==> config.mk <==
export PLATFORM = sky130hd
export DESIGN_NAME = wrr_burst_scheduler
export DESIGN_NICKNAME = d
export VERILOG_FILES = /design/src/rtl/wrr_burst_scheduler.sv
export SDC_FILE = /design/constraint.sdc
export NUM_CORES = 1
export LEC_CHECK = 0
export CAP_MARGIN = 30
export CORE_ASPECT_RATIO = 1.1
export CORE_UTILIZATION = 51
export CTS_CLUSTER_DIAMETER = 50
export DETAILED_ROUTE_END_ITERATION = 7
export HOLD_SLACK_MARGIN = 0.02
export PLACE_DENSITY = 0.86
export SLEW_MARGIN = 10
export SYNTH_ARGS = -nofsm -noshare
export SYNTH_HDL_FRONTEND = slang
export SYNTH_SLANG_ARGS = --single-unit
export TNS_END_PERCENT = 100
==> constraint.sdc <==
create_clock -name clk -period 4.4 [get_ports clk]
set_clock_uncertainty 0.1 [all_clocks]
set_input_delay 0.66 -clock clk [delete_from_list [all_inputs] [get_ports clk]]
set_output_delay 0.66 -clock clk [all_outputs]
set_load 0.02 [all_outputs]
==> src/rtl/wrr_burst_scheduler.sv <==
// Weighted round-robin burst scheduler: grants one shared slave port to one requester per burst,
// letting a requester win up to cfg_weight consecutive bursts before priority rotates.
module wrr_burst_scheduler #(
    parameter int unsigned N        = 4,
    parameter int unsigned WEIGHT_W = 3,
    parameter int unsigned TIMEOUT  = 16
) (
    input  logic                    clk,
    input  logic                    rst_an,
    input  logic [N-1:0]            req,
    input  logic [N-1:0]            last,
    input  logic                    slv_ready,
    input  logic [N*WEIGHT_W-1:0]   cfg_weight,
    output logic [N-1:0]            grant,
    output logic [$clog2(N)-1:0]    gnt_idx,
    output logic                    busy,
    output logic                    beat,
    output logic                    abort
);

    localparam int unsigned IW = $clog2(N);
    localparam int unsigned TW = $clog2(TIMEOUT);

    typedef enum logic {StIdle, StBusy} state_t;

    state_t              state;
    logic [IW-1:0]       ptr;
    logic [WEIGHT_W-1:0] cnt;
    logic [TW-1:0]       tcnt;

    logic                win_found;
    logic [IW-1:0]       win_idx;
    logic [IW-1:0]       cand;
    int unsigned         cand_sum;
    logic [WEIGHT_W-1:0] wfield [N];
    logic [WEIGHT_W-1:0] win_weight;
    logic [IW-1:0]       next_after_owner;
    logic                owner_req;
    logic                owner_last;

    always_comb begin
        for (int unsigned i = 0; i < N; i++) begin
            wfield[i] = cfg_weight[i*WEIGHT_W +: WEIGHT_W];
        end
    end

    // First requester at or above ptr, wrapping; lower offsets take precedence.
    always_comb begin
        win_found = 1'b0;
        win_idx   = '0;
        cand_sum  = 0;
        cand      = '0;
        for (int unsigned k = 0; k < N; k++) begin
            cand_sum = 32'(ptr) + k;
            if (cand_sum >= N) begin
                cand_sum = cand_sum - N;
            end
            cand = cand_sum[IW-1:0];
            if (!win_found && req[cand]) begin
                win_found = 1'b1;
                win_idx   = cand;
            end
        end
    end

    always_comb begin
        win_weight = (wfield[win_idx] == '0) ? WEIGHT_W'(1) : wfield[win_idx];
        next_after_owner = (gnt_idx == IW'(N - 1)) ? '0 : gnt_idx + IW'(1);
        owner_req  = req[gnt_idx];
        owner_last = last[gnt_idx];
    end

    assign busy = |grant;
    assign beat = busy & owner_req & slv_ready;

    always_ff @(posedge clk or negedge rst_an) begin
        if (!rst_an) begin
            state   <= StIdle;
            grant   <= '0;
            gnt_idx <= '0;
            abort   <= 1'b0;
            ptr     <= '0;
            cnt     <= '0;
            tcnt    <= '0;
        end else begin
            abort <= 1'b0;
            case (state)
                StIdle: begin
                    if (win_found) begin
                        grant   <= N'(1) << win_idx;
                        gnt_idx <= win_idx;
                        tcnt    <= '0;
                        state   <= StBusy;
                        // Credit survives only when the same requester wins again mid-turn.
                        if (win_idx != gnt_idx || cnt == '0) begin
                            cnt <= win_weight;
                        end
                    end
                end
                StBusy: begin
                    if (beat && owner_last) begin
                        grant <= '0;
                        state <= StIdle;
                        tcnt  <= '0;
                        if (cnt > WEIGHT_W'(1)) begin
                            cnt <= cnt - WEIGHT_W'(1);
                            ptr <= gnt_idx;
                        end else begin
                            cnt <= '0;
                            ptr <= next_after_owner;
                        end
                    end else if (owner_req) begin
                        tcnt <= '0;
                    end else if (tcnt == TW'(TIMEOUT - 1)) begin
                        grant <= '0;
                        state <= StIdle;
                        ptr   <= next_after_owner;
                        cnt   <= '0;
                        tcnt  <= '0;
                        abort <= 1'b1;
                    end else begin
                        tcnt <= tcnt + TW'(1);
                    end
                end
                default: state <= StIdle;
            endcase
        end
    end

endmodule

==> results of run 1 <==
-- final timing paths --
kind,slack (ns),endpoint
min in group asynchronous,0.71,abort
worst min-delay path,0.41,tcnt[3]
worst max-delay path,1.14,beat
worst max register to register,2.02,cnt[0]
worst min register to register,0.41,tcnt[3]
max in group asynchronous,3.01,grant[2]
-- area by class of cell --
| class | count | share of cell area |
|---|---|---|
| clock buffer | 3 | 0.0150 |
| clock inverter | 1 | 0.00333 |
| inverter | 7 | 0.0175 |
| multi-input combinational | 91 | 0.452 |
| sequential | 17 | 0.283 |
| tap | 28 | 0.0233 |
| timing repair buffer | 31 | 0.206 |
-- power by group --
group / internal [W] / switching (W) / total (W)
Clock: 0.0000338 / 0.0000521 / 0.0000860
Combinational: 0.000251 / 0.000272 / 0.000522
Sequential: 0.000216 / 0.0000841 / 0.000300
-- routing by layer --
layer	GRT usage	wire [um]	share of wire	vias up
met5	0	0	0	-
met4	0.0463	5	0.0019	0
met3	0.0345	147	0.057	2
met2	0.427	1330	0.51	47
met1	0.305	1100	0.43	505
li1	-	-	-	493
-- registers in the layout, indices dropped and copies added, names as in the netlist --
name     flops
grant        4
tcnt         4
cnt          3
gnt_idx      2
ptr          2
abort        1
state        1
-- through the flow --
step	worst slack, ns	std cells
after detailed placement	1.14	174
after CTS	1.14	178
after global placement	1.18	174
after global routing	1.07	178
after floorplan	2.11	118
final	1.14	178
-- cells by family after synthesis --
family / Yosys count / share of synthesized area
AO/OA/AOI/OAI: 30 / 0.201
XOR/XNOR: 3 / 0.0225
adder cells (fa/ha/maj): 5 / 0.0535
buffers and inverters: 10 / 0.0535
flip-flops: 17 / 0.364
multiplexers: 14 / 0.143
AND/OR/NAND/NOR: 39 / 0.162
-- cells in the final DEF, fill, tap and decap left out, types with 3 or more instances in the layout --
| cell type | instances |
|---|---|
| inv_1 | 7 |
| nand3_1 | 3 |
| dfrtp_1 | 17 |
| ha_1 | 5 |
| clkdlybuf4s50_1 | 31 |
| mux2i_1 | 10 |
| o21ai_0 | 12 |
| a21oi_1 | 3 |
| nand2_1 | 11 |
| clkbuf_4 | 3 |
| nand2b_1 | 3 |
| nor2_1 | 11 |
==> impl_metrics.tcl, run 1 <==
set metrics [dict create \
    status "finished, final reports clean" \
    cp.arrival_ns 2.50 \
    finalCritPeriodShare 0.740 \
    holdCritStartpoint "tcnt[3]" \
    required_ns 3.64 \
    path_cells "clkdlybuf4s50_1 -> mux4_2 -> and3_1 -> clkdlybuf4s50_1" \
    crit_type "primary input to output pin" \
    track_usage 0.241 \
    cts_setup_buffers 0 \
    rows 17 \
    final_nets 179 \
    cts_resized 0 \
    finalCriticalPeriod_ns 3.26 \
    synth-seq-cells 17 \
    power_w 0.000908 \
    ir_drop_v 0.000512 \
    die_h_um 52.2 \
    die_w_um 47.6 \
    end_kind "output pin" \
    vias_per_cell 5.88 \
    synth_top_area_frac 0.364 \
    drv_cap 0 \
    hpwl_mm 2.05 \
    crit_path_max_fanout 7 \
    grt_overflow 0 \
    clk_path_buf_depth 2 \
    dieArea_mm2 0.00249 \
    path_common_cell "clkdlybuf4s50_1" \
    clock_sinks 17 \
    synth_nets 146 \
    drtPass1Iterations 4 \
    clockRootBuffer "clkbuf_4" \
    avgSynthCellArea_um2 9.90 \
    grt_max_degree 18 \
    antenna_found_initial 0 \
    drtIter0Drc 19 \
    seq_area_frac_synth 0.364 \
    vias 1047 \
    syn_inst 118 \
    synth_common_cells "17 x dfrtp_1, 12 x o21ai_0, 11 x nand2_1, 11 x nor2_1, 10 x mux2i_1" \
    io_buffers 31 \
    p_per_area_mw_per_mm2 603 \
    synth_area_leaders "dfrtp_1 36%, mux2i_1 8.6%, ha_1 5.4%, o21ai_0 5.1%, mux4_2 3.9%" \
    worst-path-buf-inv 2 \
    placement.cell_area_mm2 0.00148 \
    hold_viol_final 0 \
    crit_slowest_cell "mux4_2" \
    critPathTopFamily "buffers and inverters" \
    placeableCoreArea_mm2 0.00208 \
    ios 32 \
    insertedDiodeCount 0 \
    hold_buffers 0 \
    async_flop_share 1.00 \
    rsz0062_at_grt "false" \
    synth_warnings 0 \
    syn_area_mm2 0.00117 \
    whs_path_depth 1 \
    syn2layout_area_growth_pct 28.8 \
    finalInstanceArea_mm2 0.00151 \
    synth_area_leader_cell "dfrtp_1" \
    multiInputGateArea_um2 681 \
    worstHoldPathType "flip-flop to flip-flop" \
    power.leakage_nw 0.682 \
    cp-startpoint "req[3]" \
    setup_violations 0 \
    fin_hold_ws_ns 0.409 \
    ant_nets 0 \
    worst_r2r_path_depth 7 \
    path_depth 4 \
    remaining_drc_errors 0 \
    synthFlopType "dfrtp_1" \
    nFillCells 171 \
    grt_pass1_wl_mm 4.28 \
    regArea_um2 425 \
    place.gp.congestion 0.816 \
    slew_headroom 0.481 \
    r2r_start "ptr[1]" \
    maxSlewViolCount 0 \
    htree_levels 1 \
    synth_cell_types 37 \
    clkTransAtPathRegs_ns 0.11 \
    initial_core_util 0.561 \
    start_kind "primary input" \
    tritoncts "built" \
    wl_per_cell_um 14.5 \
    cts_made_buffers 3 \
    synthMostInstantiatedCell "dfrtp_1" \
    drive_gt1_frac 0.0867 \
    worst_slew_pin_slew_ns 0.776 \
    drt-total-wl_mm 2.59 \
    final_core_util 0.722 \
    synth-edff-count 0 \
    max_stage_delay_ns 0.56 \
    grt_pass1_vias 1002 \
    clock_latency_ns 0.29 \
    clock.fmax_mhz 307 \
    tns_ns 0 \
]
Power figures use the tool's default switching activity.
==> run 2: changes to the inputs <==
Settings changed: CORE_UTILIZATION 51 to 47, PLACE_DENSITY 0.86 to 0.8.
Clock period 4.4 ns to 3.3 ns, I/O delays scaled along.
==> impl_metrics.tcl, run 2 (same netlist as run 1, synthesis figures left out) <==
set metrics [dict create \
    wl_per_cell_um 14.2 \
    placement.cell_area_mm2 0.00148 \
    hold_viol_final 0 \
    cts_setup_buffers 0 \
    io_buffers 31 \
    initial_core_util 0.509 \
    grt_max_degree 18 \
    whs_path_depth 1 \
    place.gp.congestion 0.773 \
    htree_levels 1 \
    vias 1011 \
    final_cells 180 \
    reg2reg_slack_ns 0.94 \
    r2r_start "gnt_idx[0]" \
    drive_gt1_frac 0.0800 \
    required_ns 2.70 \
    finalCritPeriodShare 0.883 \
    clock.fmax_mhz 343 \
    maxSlewViolCount 0 \
    slew_headroom 0.486 \
    hold_buffers 0 \
    grt_pass1_vias 1025 \
    worstHoldPathType "flip-flop to flip-flop" \
    crit_slowest_cell "mux4_2" \
    drtIter0Drc 22 \
    status "finished, final reports clean" \
    cp.arrival_ns 2.32 \
    remaining_drc_errors 0 \
    finalInstanceArea_mm2 0.00151 \
    p_per_area_mw_per_mm2 799 \
    dieArea_mm2 0.00269 \
    clk_path_buf_depth 2 \
    drtPass1Iterations 4 \
    reg_top3 "grant (4), tcnt (4), cnt (3)" \
    max_stage_delay_ns 0.55 \
    setup_violations 0 \
    insertedDiodeCount 0 \
    reg2reg_to "cnt[0]" \
    worst_slack_ns 0.387 \
    crit_type "primary input to output pin" \
    rows 18 \
    path_common_cell "clkdlybuf4s50_1" \
    ant_nets 0 \
    end_kind "output pin" \
    syn2layout_area_growth_pct 28.9 \
    track_usage 0.223 \
    rsz0062_at_grt "false" \
    power.leakage_nw 0.679 \
    start_kind "primary input" \
    die_w_um 49.5 \
    clock_latency_ns 0.30 \
    cts_made_buffers 3 \
    clkTransAtPathRegs_ns 0.09 \
    critPathTopFamily "buffers and inverters" \
    drt-total-wl_mm 2.55 \
    clockRootBuffer "clkbuf_4" \
    crit_path_max_fanout 5 \
    min_to "tcnt[3]" \
    worst-path-buf-inv 2 \
    final_nets 179 \
    vias_per_cell 5.62 \
    path_cells "clkdlybuf4s50_1 -> mux4_2 -> and3_1 -> clkdlybuf4s50_1" \
    drv_cap 0 \
    placeableCoreArea_mm2 0.00230 \
    post-place-ws_ns 0.378 \
    antenna_found_initial 0 \
    grt_overflow 0 \
    ios 32 \
    worst_r2r_path_depth 7 \
    power_w 0.00120 \
    layout_commonest_cell "clkdlybuf4s50_1" \
    ir_drop_v 0.000691 \
    grt_pass1_wl_mm 4.42 \
    final_cell_mix "31 x clkdlybuf4s50_1, 17 x dfrtp_1, 12 x o21ai_0, 11 x nor2_1, 11 x nand2_1" \
    finalCriticalPeriod_ns 2.91 \
    tns_ns 0 \
    place_inst 176 \
    die_h_um 54.3 \
    hpwl_mm 2.03 \
    worst_slew_pin_slew_ns 0.768 \
    holdCritStartpoint "tcnt[3]" \
    tritoncts "built" \
    clock_sinks 17 \
    cts_resized 0 \
]
[run 2: cell types whose count changed in the layout (fill, tap and decap cells not counted), sizes merged]
| cell | previous run | this run |
|---|---|---|
| clkbuf | 3 | 4 |
| clkinv | 1 | 0 |
[run 2: through the flow]
| step | utilization | hold slack, ns |
|---|---|---|
| 2_1_floorplan | - | 0.0994 |
| 3_3_place_gp | 0.644 | 0.365 |
| 3_5_place_dp | 0.644 | 0.390 |
| 4_1_cts | 0.656 | 0.402 |
| 5_1_grt | 0.656 | 0.434 |
| 6_report | 0.656 | 0.399 |
[run 2: worst max path at each step]
stage	start	to	slack [ns]	cells past startpoint
detailed placement	req[2]	beat	0.38	4
global route	req[2]	beat	0.32	4
CTS	req[2]	beat	0.38	4
finish	req[2]	beat	0.39	4
global placement	req[2]	beat	0.40	4
floorplan	gnt_idx[0]	cnt[0]	1.06	8
[run 2: metal layers]
| layer | vias to the layer above | part of all wire | track usage |
|---|---|---|---|
| li1 | 495 | - | - |
| met1 | 471 | 0.42 | 0.252 |
| met2 | 38 | 0.49 | 0.412 |
| met3 | 7 | 0.069 | 0.0444 |
| met4 | 0 | 0.019 | 0.100 |
| met5 | - | 0 | 0 |
[run 2: layout make-up]
cell class	instances	area, um^2
Multi-Input combinational cell	91	681
Tap cell	30	37.5
Sequential cell	17	425
Clock buffer	4	26.3
Inverter	7	26.3
Fill cell	194	791
Timing Repair Buffer	31	310
[run 2: power by group]
group,switching [W],internal (W),total (W)
Sequential,0.000113,0.000287,0.000401
Clock,0.0000676,0.0000471,0.000115
Combinational,0.000355,0.000333,0.000688
==> patch (flow settings as in run 2) <==
Register the input `cfg_weight` before use, with the module's reset. The logic sees it one clock later. The other inputs are not delayed to match.
--- a/src/rtl/wrr_burst_scheduler.sv
+++ b/src/rtl/wrr_burst_scheduler.sv
@@ -24,4 +24,14 @@
     typedef enum logic {StIdle, StBusy} state_t;
 
+    logic [N*WEIGHT_W-1:0] cfg_weight_q;
+
+    always_ff @(posedge clk or negedge rst_an) begin
+        if (!rst_an) begin
+            cfg_weight_q <= '0;
+        end else begin
+            cfg_weight_q <= cfg_weight;
+        end
+    end
+
     state_t              state;
     logic [IW-1:0]       ptr;
@@ -41,5 +51,5 @@
     always_comb begin
         for (int unsigned i = 0; i < N; i++) begin
-            wfield[i] = cfg_weight[i*WEIGHT_W +: WEIGHT_W];
+            wfield[i] = cfg_weight_q[i*WEIGHT_W +: WEIGHT_W];
         end
     end
Formal check against the unedited RTL: not equivalent (a bounded check fails within 4 cycles, from zero or initial values and one cycle with rst_an low).
==> patch against run 2 <==
- the run now ends with design-rule violations left
- clock power rose by 71%
- setup slack worse by 0.038 ns
- core utilization decreased by 2.5 points
- sequential cell count up 12
- area after synthesis increased by 33%
- cell area up 30%
- total power increased by 16%
- sequential power increased by 37%
- final cell count grew 24%
- routed wire length increased by 29%
- critical path depth is the same
- combinational power decreased by 4.8%
- largest cell class unchanged
- largest power group unchanged
- highest routed layer unchanged
==> patch: results (changes against run 2) <==
INFO  metric status = finished, violations left (was complete, no violations)
INFO  metric violations = design-rule violations
INFO  metric critical_path_peak_fanout = 7 (was 5)
INFO  metric synth.mux.area_fraction = 0.0757 (was 0.143)
INFO  metric grt_start_max_net_pins = 30 (was 18)
INFO  metric synth_nets = 180 (was 146)
INFO  metric synth-adder-area-share = 0.0403 (was 0.0535)
INFO  metric synth_cells = 152 (was 118)
INFO  metric drt-met1-wl = 1.32 mm (was 1.08 mm)
INFO  metric detailed_place_hpwl = 2.52 mm (was 2.03 mm)
INFO  metric drt-initial-drc-count = 71 (was 22)
INFO  metric vias_in_the_first_global_route = 1270 (was 1025)
INFO  metric nMultiInputCombCells = 112 (was 91)
INFO  metric drc = 6 (was 0)
INFO  metric wl_met2 = 1.74 mm (was 1.25 mm)
INFO  metric well_tap_count = 34 (was 30)
INFO  metric layout.clock_buffers = 6 (was 4)
INFO  metric non_cts_buffers = 33 (was 31)
INFO  metric placement.setup.worst_slack = 0.358 ns (was 0.378 ns)
INFO  metric ctsHtreeMaxLevel = 2 (was 1)
INFO  metric cts.sinks = 29 (was 17)
INFO  metric arrival = 2.36 ns (was 2.32 ns)
INFO  metric wl_per_cell = 14.8 um (was 14.2 um)
INFO  metric timing_worst_slew_pin_value = 0.648 ns (was 0.768 ns)
INFO  metric worst_stage_delay_on_the_critical_path = 0.58 ns (was 0.55 ns)
INFO  metric vdd_drop_max = 300 uV (was 691 uV)
INFO  metric finish.cell_count_without_fillers = 223 (was 180)
INFO  metric worstSkewPairLatency = 0.32 ns (was 0.30 ns)
INFO  metric drt-pass1-iter-count = 6 (was 4)
INFO  metric synth-xor-area-share = 0.0113 (was 0.0225)
INFO  metric met1_usage = 0.218 (was 0.252)
INFO  metric yosysSeqAreaShare = 0.467 (was 0.364)
==> patch: cell types whose count changed in the layout (fill, tap and decap cells not counted), sizes merged, moves of 3 or more <==
cell and change:
dfrtp +12, o21ai +6, mux2i -5, a21oi +4
a21boi +3, nor2 +3
==> patch: power breakdown <==
group / internal (mW) / switching [mW] / leakage [nW] / total (mW)
Sequential: 0.434 / 0.115 / 0.360 / 0.549
Combinational: 0.322 / 0.333 / 0.471 / 0.655
Clock: 0.0809 / 0.116 / 0.0320 / 0.197
==> patch: worst paths after layout <==
path | to | slack, ns | cells after the start
worst min-delay path | tcnt[3] | 0.39 | 1
worst max register to register | cnt[1] | 0.93 | 6
min in group asynchronous | ptr[0] | 0.43 | 2
max in group asynchronous | cfg_weight_q[4] | 2.39 | 2
worst max-delay path | beat | 0.35 | 4
worst min register to register | tcnt[3] | 0.39 | 1
